$ cat src/rtl/isr_unit_pkg.sv
// Shared definitions for the in-service register unit.
// Holds the IR count, the index width and the fixed-priority lowest-set-bit helper.
// Pure declarations; no timing or flow control involved.
package isr_unit_pkg;

  localparam int IR_COUNT = 8;
  localparam int IDX_W    = 3;

  typedef logic [IR_COUNT-1:0] ir_vec_t;
  typedef logic [IDX_W-1:0]    ir_idx_t;

  // Index of the lowest-numbered set bit (IR0 has highest priority); 0 when v is empty.
  function automatic ir_idx_t lowest_set_idx(input ir_vec_t v);
    ir_idx_t idx;
    idx = '0;
    for (int i = IR_COUNT - 1; i >= 0; i--) begin
      if (v[i]) idx = ir_idx_t'(i);
    end
    return idx;
  endfunction

endpackage

$ cat src/rtl/pic_edge_detect.sv
// 1-bit rising-edge detector for the INTA pulses.
// Latency: rise is combinational from din against the registered history.
// Backpressure: none; a level held high yields one rise per pulse.
module pic_edge_detect (
  input  logic clk,
  input  logic rst,
  input  logic din,
  output logic rise
);

  // History is "input was seen low last cycle"; it is cleared by reset so a
  // pulse already high when reset releases is never mistaken for a new edge.
  logic was_low;

  // Track whether the previous sample was low.
  always_ff @(posedge clk) begin
    if (rst) was_low <= 1'b0;
    else     was_low <= ~din;
  end

  assign rise = din & was_low & ~rst;

endmodule

$ cat src/rtl/isr_unit.sv
// In-service register: sets on INTA#1 edge, clears on AEOI INTA#2 edge or OCW2 EOI.
// Latency: one clk from event to registered outputs; no input-to-output comb path.
// Backpressure: none; every qualifying edge or EOI strobe is acted on immediately.
module isr_unit
  import isr_unit_pkg::*;
(
  input  logic             clk,
  input  logic             rst,
  input  logic [IDX_W-1:0] highest_priority_idx,
  input  logic             AEOI,
  input  logic             specific_eoi_flag,
  input  logic [IDX_W-1:0] specific_irq,
  input  logic             eoi_cmd,
  input  logic             ack1,
  input  logic             ack2,
  input  logic             SP,
  input  logic             SNGL,
  output logic [IR_COUNT-1:0] interrupts_in_service,
  output logic [IDX_W-1:0]    last_serviced_idx
);

  logic    ack1_rise;
  logic    ack2_rise;
  ir_vec_t clr_mask;
  ir_vec_t set_mask;
  ir_vec_t isr_next;

  // Cascade role does not change how the ISR is set or cleared.
  logic unused_mode;
  assign unused_mode = SP ^ SNGL;

  pic_edge_detect u_ack1_edge (
    .clk  (clk),
    .rst  (rst),
    .din  (ack1),
    .rise (ack1_rise)
  );

  pic_edge_detect u_ack2_edge (
    .clk  (clk),
    .rst  (rst),
    .din  (ack2),
    .rise (ack2_rise)
  );

  // Clears are all derived from the current ISR; the set is OR-ed last so it wins.
  always_comb begin
    clr_mask = '0;
    set_mask = '0;
    if (ack2_rise && AEOI) clr_mask[last_serviced_idx] = 1'b1;
    if (eoi_cmd) begin
      if (specific_eoi_flag)               clr_mask[specific_irq] = 1'b1;
      else if (|interrupts_in_service)     clr_mask[lowest_set_idx(interrupts_in_service)] = 1'b1;
    end
    if (ack1_rise) set_mask[highest_priority_idx] = 1'b1;
    isr_next = (interrupts_in_service & ~clr_mask) | set_mask;
  end

  // Register ISR and the index captured at the INTA#1 edge.
  always_ff @(posedge clk) begin
    if (rst) begin
      interrupts_in_service <= '0;
      last_serviced_idx     <= '0;
    end else begin
      interrupts_in_service <= isr_next;
      if (ack1_rise) last_serviced_idx <= highest_priority_idx;
    end
  end

endmodule

$ cat config.mk
export PLATFORM = sky130hd
export DESIGN_NAME = isr_unit
export DESIGN_NICKNAME = d
export VERILOG_FILES = /design/src/rtl/isr_unit_pkg.sv /design/src/rtl/pic_edge_detect.sv /design/src/rtl/isr_unit.sv
export SDC_FILE = /design/constraint.sdc
export NUM_CORES = 1
export LEC_CHECK = 0
export BUFFER_PORTS_ARGS = -buffer_cell sky130_fd_sc_hd__buf_2
export CORE_ASPECT_RATIO = 0.7
export CORE_MARGIN = 5
export CORE_UTILIZATION = 27
export CTS_CLUSTER_DIAMETER = 120
export DETAILED_ROUTE_END_ITERATION = 16
export HOLD_SLACK_MARGIN = 0.1
export PLACE_DENSITY = 0.54
export SYNTH_ARGS = -nofsm -noshare
export SYNTH_HDL_FRONTEND = slang
export SYNTH_SLANG_ARGS = --single-unit
$ cat constraint.sdc
create_clock -name clk -period 2.8 [get_ports clk]
set_input_delay 0.28 -clock clk [delete_from_list [all_inputs] [get_ports clk]]
set_output_delay 0.28 -clock clk [all_outputs]
set_load 0.01 [all_outputs]
==> out/qor.yml, run 1 <==
status: "finished clean"
areaGrowthSynthToFinish_pct: 27.15
drc: 0
start_util_pct: 27.60
via_per_inst: 5.319
antenna_found_initial: 0
antennaDiodeCount: 0
critPathLaunchType: "flop"
gp_congestion: 0.8477
vias: 734
setup-tns-final_ns: 0
io_pins: 26
clock-root-buffer: "clkbuf_4"
finalWorstSetupSlack_ns: 0.9583
crit_path_end_kind: "flop"
firstDrtPassIters: 4
dp_hpwl_microns: 1521
hp-start: "ack2"
die_x_microns: 69.46
finalPower_uw: 361.3
ir_worst_vdd_uv: 178.2
port_buffers: 23
dieHeight_microns: 51.62
syn_avg_cell_area_sq_um: 8.566
grt_pass1_wl_microns: 3008
critPathKind: "reg2reg"
pre_cts_slack_ns: 1.009
routedWlPerCell_microns: 14.33
grt_max_degree: 11
min_period_over_period_pct: 65.77
grt_overflow: 0
crit_arrival_ns: 2.00
max_freq_mhz: 543.0
yosysWarnings: 0
setup_viol: 0
hold_ws_ns: 0.1516
syn-instance-count: 78
core_sq_mm: 0.002421
ctsResizeCount: 0
num_rows: 15
clock_skew_ns: 0.002981
postRouteAntennaNets: 0
detail_route.iter0.violations: 54
htreeDepth: 1
p_per_area_mw_per_mm2: 425.3
cts_tree: "yes"
drive_gt1_share_pct: 30.77
grt_pass1_vias: 597
crit_path_max_fanout: 4
layout_common_cells: "buf_2, dfxtp_1, nand3_1, nand2_1"
required_ns: 2.96
final_common_cell: "buf_2"
clockBufferDepth: 2
hold_buffers: 0
crit_chain: "or4_4 -> or4b_4 -> o22ai_2 -> o22ai_1"
ys_types: 32
rsz0062_at_grt: "false"
slew_headroom_pct: 76.15
wl_microns: 1978
drv_slew: 0
leakage_nw: 0.3210
r2r_start: "interrupts_in_service[1]$_SDFF_PP0_"
hold_path_class: "in2reg"
clock_sinks: 13
grtUsageTotal_pct: 11.09
cts_made_buffers: 3
synth-seq-cells: 13
post_cts_buffers: 0
clkTransAtPathRegs_ns: 0.08
fin_nets: 120
slowest_delay_ns: 0.55
syn_area_sq_um: 668.1
cap_violations: 0
hold_viol: 0
crit_slowest_cell: "or4_4"
worst_slew_pin_slew_ns: 0.3532
crit_start: "interrupts_in_service[1]$_SDFF_PP0_"
yosysSeqAreaShare_pct: 38.95
worstSkewPairLatency_ns: 0.28
dieArea_sq_mm: 0.003585
period_minus_slack_ns: 1.842
synth_nets: 93
worst paths after layout:
check / endpoint / slack, ns / cells past startpoint
worst max-delay path: interrupts_in_service[6]$_SDFF_PP0_ / 0.96 / 4
worst max register to register: interrupts_in_service[6]$_SDFF_PP0_ / 0.96 / 4
worst min register to register: last_serviced_idx[2]$_SDFFE_PP0P_ / 0.50 / 2
worst min-delay path: u_ack2_edge.was_low$_SDFF_PP0_ / 0.15 / 2
through the flow:
step	util (%)	cells	area [sq um]
2_1_floorplan	-	78	668.1
3_3_place_gp	33.95	134	822.0
3_5_place_dp	33.95	134	822.0
4_1_cts	35.09	138	849.6
5_1_grt	35.09	138	849.6
6_report	35.09	138	849.6
synthesized netlist by cell type (all sizes together):
cell type  number  area share, %
or3b            1            1.3
nor2b           1           0.94
nor4bb          1            1.5
dfxtp          13             39
nand2b          3            2.8
or4             1            1.7
o22ai           5            5.6
o311a           1            1.5
o2111ai         2            2.6
o2bb2ai         2            2.6
o311ai          1            1.3
o211ai          1            1.1
nand4           3            2.8
clkbuf          1           0.56
nor2            4            2.2
a21oi           3            2.2
inv             2            1.1
nand4b          1            1.3
or4b            1            2.1
or2             1           0.94
o31ai           1            1.1
nor3b           1            1.1
nand2           6            3.4
nand3b          1            1.1
clkinv          1           0.56
a21boi          1            1.1
nand3           7            5.2
nor3            4            3.0
o21ai           3            2.2
or3             2            1.9
o32ai           3            3.9
cell families after synthesis:
family | count (synthesis) | share of synthesized area (%)
AO/OA/AOI/OAI | 23 | 25.47
buffers and inverters | 4 | 2.247
flip-flops | 13 | 38.95
AND/OR/NAND/NOR | 38 | 33.33
report_power, final:
group          total, mW  internal (mW)  switching (mW)
sequential         0.193          0.189         0.00397
combinational     0.0490         0.0203          0.0287
clock              0.120         0.0532          0.0665
critical path: cells and delay by family, from the launching register on:
family,cells,cell delay (ns)
compound gates,2,0.27
flops,1,0.35
simple gates,2,1.10
cell type report:
| class | instances | area (sq um) |
|---|---|---|
| repair buffers | 23 | 115.1 |
| multi-input cells | 61 | 392.9 |
| well taps | 34 | 42.54 |
| clock inverters | 1 | 5.005 |
| inverters | 3 | 11.26 |
| clock buffers | 3 | 22.52 |
| flip-flops and latches | 13 | 260.3 |
| fillers | 262 | 1572 |
registers in the layout (all words and copies together), names as in the netlist:
signal                 count
u_ack1_edge.was_low        1
u_ack2_edge.was_low        1
last_serviced_idx          3
interrupts_in_service      8
metal layers:
metal | vias up | global-route usage (%) | part of all wire (%)
li1 | 360 | - | -
met1 | 346 | 15.35 | 51
met2 | 24 | 14.72 | 41
met3 | 4 | 4.633 | 7.1
met4 | 0 | 4.870 | 1.4
met5 | - | 0 | 0
Power figures use the tool's default switching activity.
==> run 2, diff against run 1 <==
==> constraint.sdc (replaced) <==
create_clock -name clk -period 1.9 [get_ports clk]
set_input_delay 0.19 -clock clk [delete_from_list [all_inputs] [get_ports clk]]
set_output_delay 0.19 -clock clk [all_outputs]
set_load 0.01 [all_outputs]
==> out/qor.yml, run 2 (synthesis results as in run 1) <==
reg2reg_to: "interrupts_in_service[6]$_SDFF_PP0_"
worstSkewPairLatency_ns: 0.28  # about the same
crit_arrival_ns: 1.96  # -0.04 ns
p_switching_uw: 136.6  # +38%
hp-start: "ack1"
combPwrFrac_pct: 13.7  # about the same
drive_gt1_share_pct: 30.48  # -0.29 points
grt_pass1_vias: 670  # +12%
detail_route.iter0.violations: 79  # +46%
crit_path_max_fanout: 4  # unchanged
max_freq_mhz: 555.5  # +2.3%
htreeDepth: 1  # unchanged
setup-tns-final_ns: 0  # unchanged
areaGrowthSynthToFinish_pct: 29.21
hold_ws_ns: 0.1241  # -0.02753 ns
antennaDiodeCount: 0  # unchanged
p_clk_share_pct: 32.5  # -0.6 points
setup_viol: 0  # unchanged
clock-root-buffer: "clkbuf_4"
largest_reg_flops: 8  # unchanged
routedWlPerCell_microns: 13.50  # -5.8%
dieHeight_microns: 51.62  # unchanged
leakage_nw: 0.3264  # +1.7%
crit_path_end_kind: "flop"
layout_common_cells: "buf_2, dfxtp_1, nand3_1, nand2_1"
rsz0062_at_grt: "false"
top_regs: "interrupts_in_service: 8 flops, last_serviced_idx: 3 flops"
clkTransAtPathRegs_ns: 0.08  # about the same
port_buffers: 23  # unchanged
ff2ff_path_depth: 4  # unchanged
via_per_inst: 5.317  # about the same
wl_microns: 1877  # -5.1%
clockBufferDepth: 2  # unchanged
core_sq_mm: 0.002421  # unchanged
drc: 0  # unchanged
min_period_over_period_pct: 94.75  # +29 points
grt_max_degree: 11  # unchanged
p_seq_share_pct: 53.8  # +0.5 points
hold_path_class: "in2reg"
num_rows: 15  # unchanged
grt_overflow: 0  # unchanged
gp_congestion: 0.8477  # unchanged
antenna_found_initial: 0  # unchanged
p_per_area_mw_per_mm2: 611.0  # +44%
clock_sinks: 13  # unchanged
critPathKind: "reg2reg"
start_util_pct: 27.60  # unchanged
p_int_uw: 390.9  # +49%
io_pins: 26  # unchanged
finalPower_uw: 527.5  # +46%
critPathLaunchType: "flop"
cts_made_buffers: 3  # unchanged
required_ns: 2.06  # -0.90 ns
cts_tree: "yes"
whs_path_depth: 2  # unchanged
drv_slew: 0  # unchanged
r2r_start: "interrupts_in_service[1]$_SDFF_PP0_"
switching_share_pct: 25.89  # -1.6 points
postRouteAntennaNets: 0  # unchanged
slew_headroom_pct: 77.96  # +1.8 points
period_minus_slack_ns: 1.800  # -0.04149 ns
ir_worst_vdd_uv: 282.8  # +59%
worst_slew_pin_slew_ns: 0.3265  # -0.02672 ns
cap_violations: 0  # unchanged
grtUsageTotal_pct: 11.13  # +0.047 points
regMostFlops: "interrupts_in_service"
dieArea_sq_mm: 0.003585  # unchanged
status: "finished clean"
vias: 739  # +0.68%
grt_pass1_wl_microns: 3105  # +3.2%
clock_skew_ns: 0.003341  # +0.0003606 ns
firstDrtPassIters: 4  # unchanged
fin_nets: 121  # +0.83%
hold_viol: 0  # unchanged
dp_hpwl_microns: 1509  # -0.84%
final_common_cell: "buf_2"
die_x_microns: 69.46  # unchanged
min_to: "u_ack1_edge.was_low$_SDFF_PP0_"
rrSetupSlack_ns: 0.1  # -0.86 ns
[run 2: cell count changes in the layout (fill, tap and decap cells not counted), sizes merged]
cell,previous run,this run
dlygate4sd3,0,1
clkbuf,3,4
clkinv,2,1
[run 2: layout make-up]
| class | instances | area [sq um] |
|---|---|---|
| Inverter | 3 | 11.26 |
| Fill cell | 262 | 1558 |
| Sequential cell | 13 | 260.3 |
| Tap cell | 34 | 42.54 |
| Timing Repair Buffer | 24 | 125.1 |
| Multi-Input combinational cell | 61 | 397.9 |
| Clock buffer | 4 | 26.28 |
[run 2: how the worst max path moves through the flow]
| stage | cells after the start | start | slack [ns] | end |
|---|---|---|---|---|
| floorplan | 4 | interrupts_in_service[1]$_SDFF_PP0_ | 0.14 | interrupts_in_service[6]$_SDFF_PP0_ |
| global placement | 4 | interrupts_in_service[1]$_SDFF_PP0_ | 0.12 | interrupts_in_service[7]$_SDFF_PP0_ |
| detailed placement | 4 | interrupts_in_service[1]$_SDFF_PP0_ | 0.12 | interrupts_in_service[7]$_SDFF_PP0_ |
| CTS | 4 | interrupts_in_service[1]$_SDFF_PP0_ | 0.1 | interrupts_in_service[7]$_SDFF_PP0_ |
| global route | 4 | interrupts_in_service[1]$_SDFF_PP0_ | 0.005 | interrupts_in_service[6]$_SDFF_PP0_ |
| finish | 4 | interrupts_in_service[1]$_SDFF_PP0_ | 0.1 | interrupts_in_service[6]$_SDFF_PP0_ |
[run 2: metal layers]
layer	up-vias	track usage (%)	routed length (microns)	share of wire, %
li1	366	-	-	-
met1	348	15.72	922	49
met2	21	14.72	780	42
met3	4	5.212	152	8.1
met4	0	3.247	22	1.2
met5	-	0	0	0
[run 2: what timing repair did]
item / CTS / global route
setup buffers: 0 / 0
hold buffers: 1 / 0
hold endpoints to repair: 1 / 0
setup endpoints to repair: 0 / 1
resized for setup: 0 / 1
[run 2: worst max-delay path: stages, from the launching register on]
cell,delay (ns)
dfxtp_1,0.34
or4_4,0.55
or4b_4,0.55
o22ai_2,0.15
o22ai_1,0.09
[run 2: power groups by stage]
stage,registers [mW],clock network (mW),logic [mW]
floorplan,0.291,0,0.0346
global placement,0.290,0,0.0699
detailed placement,0.290,0,0.0702
CTS,0.284,0.179,0.0719
global route,0.285,0.196,0.0804
finish,0.284,0.171,0.0723
[run 2: per-stage QoR]
stage          worst slack (ns)  instance area (sq um)  utilization (%)  instances
2_1_floorplan            0.1406                  668.1                -         78
3_5_place_dp             0.1157                  822.0            33.95        134
5_1_grt                0.004808                  863.3            35.66        139
4_1_cts                 0.09878                  858.3            35.45        139
3_3_place_gp             0.1199                  822.0            33.95        134
6_report                0.09984                  863.3            35.66        139
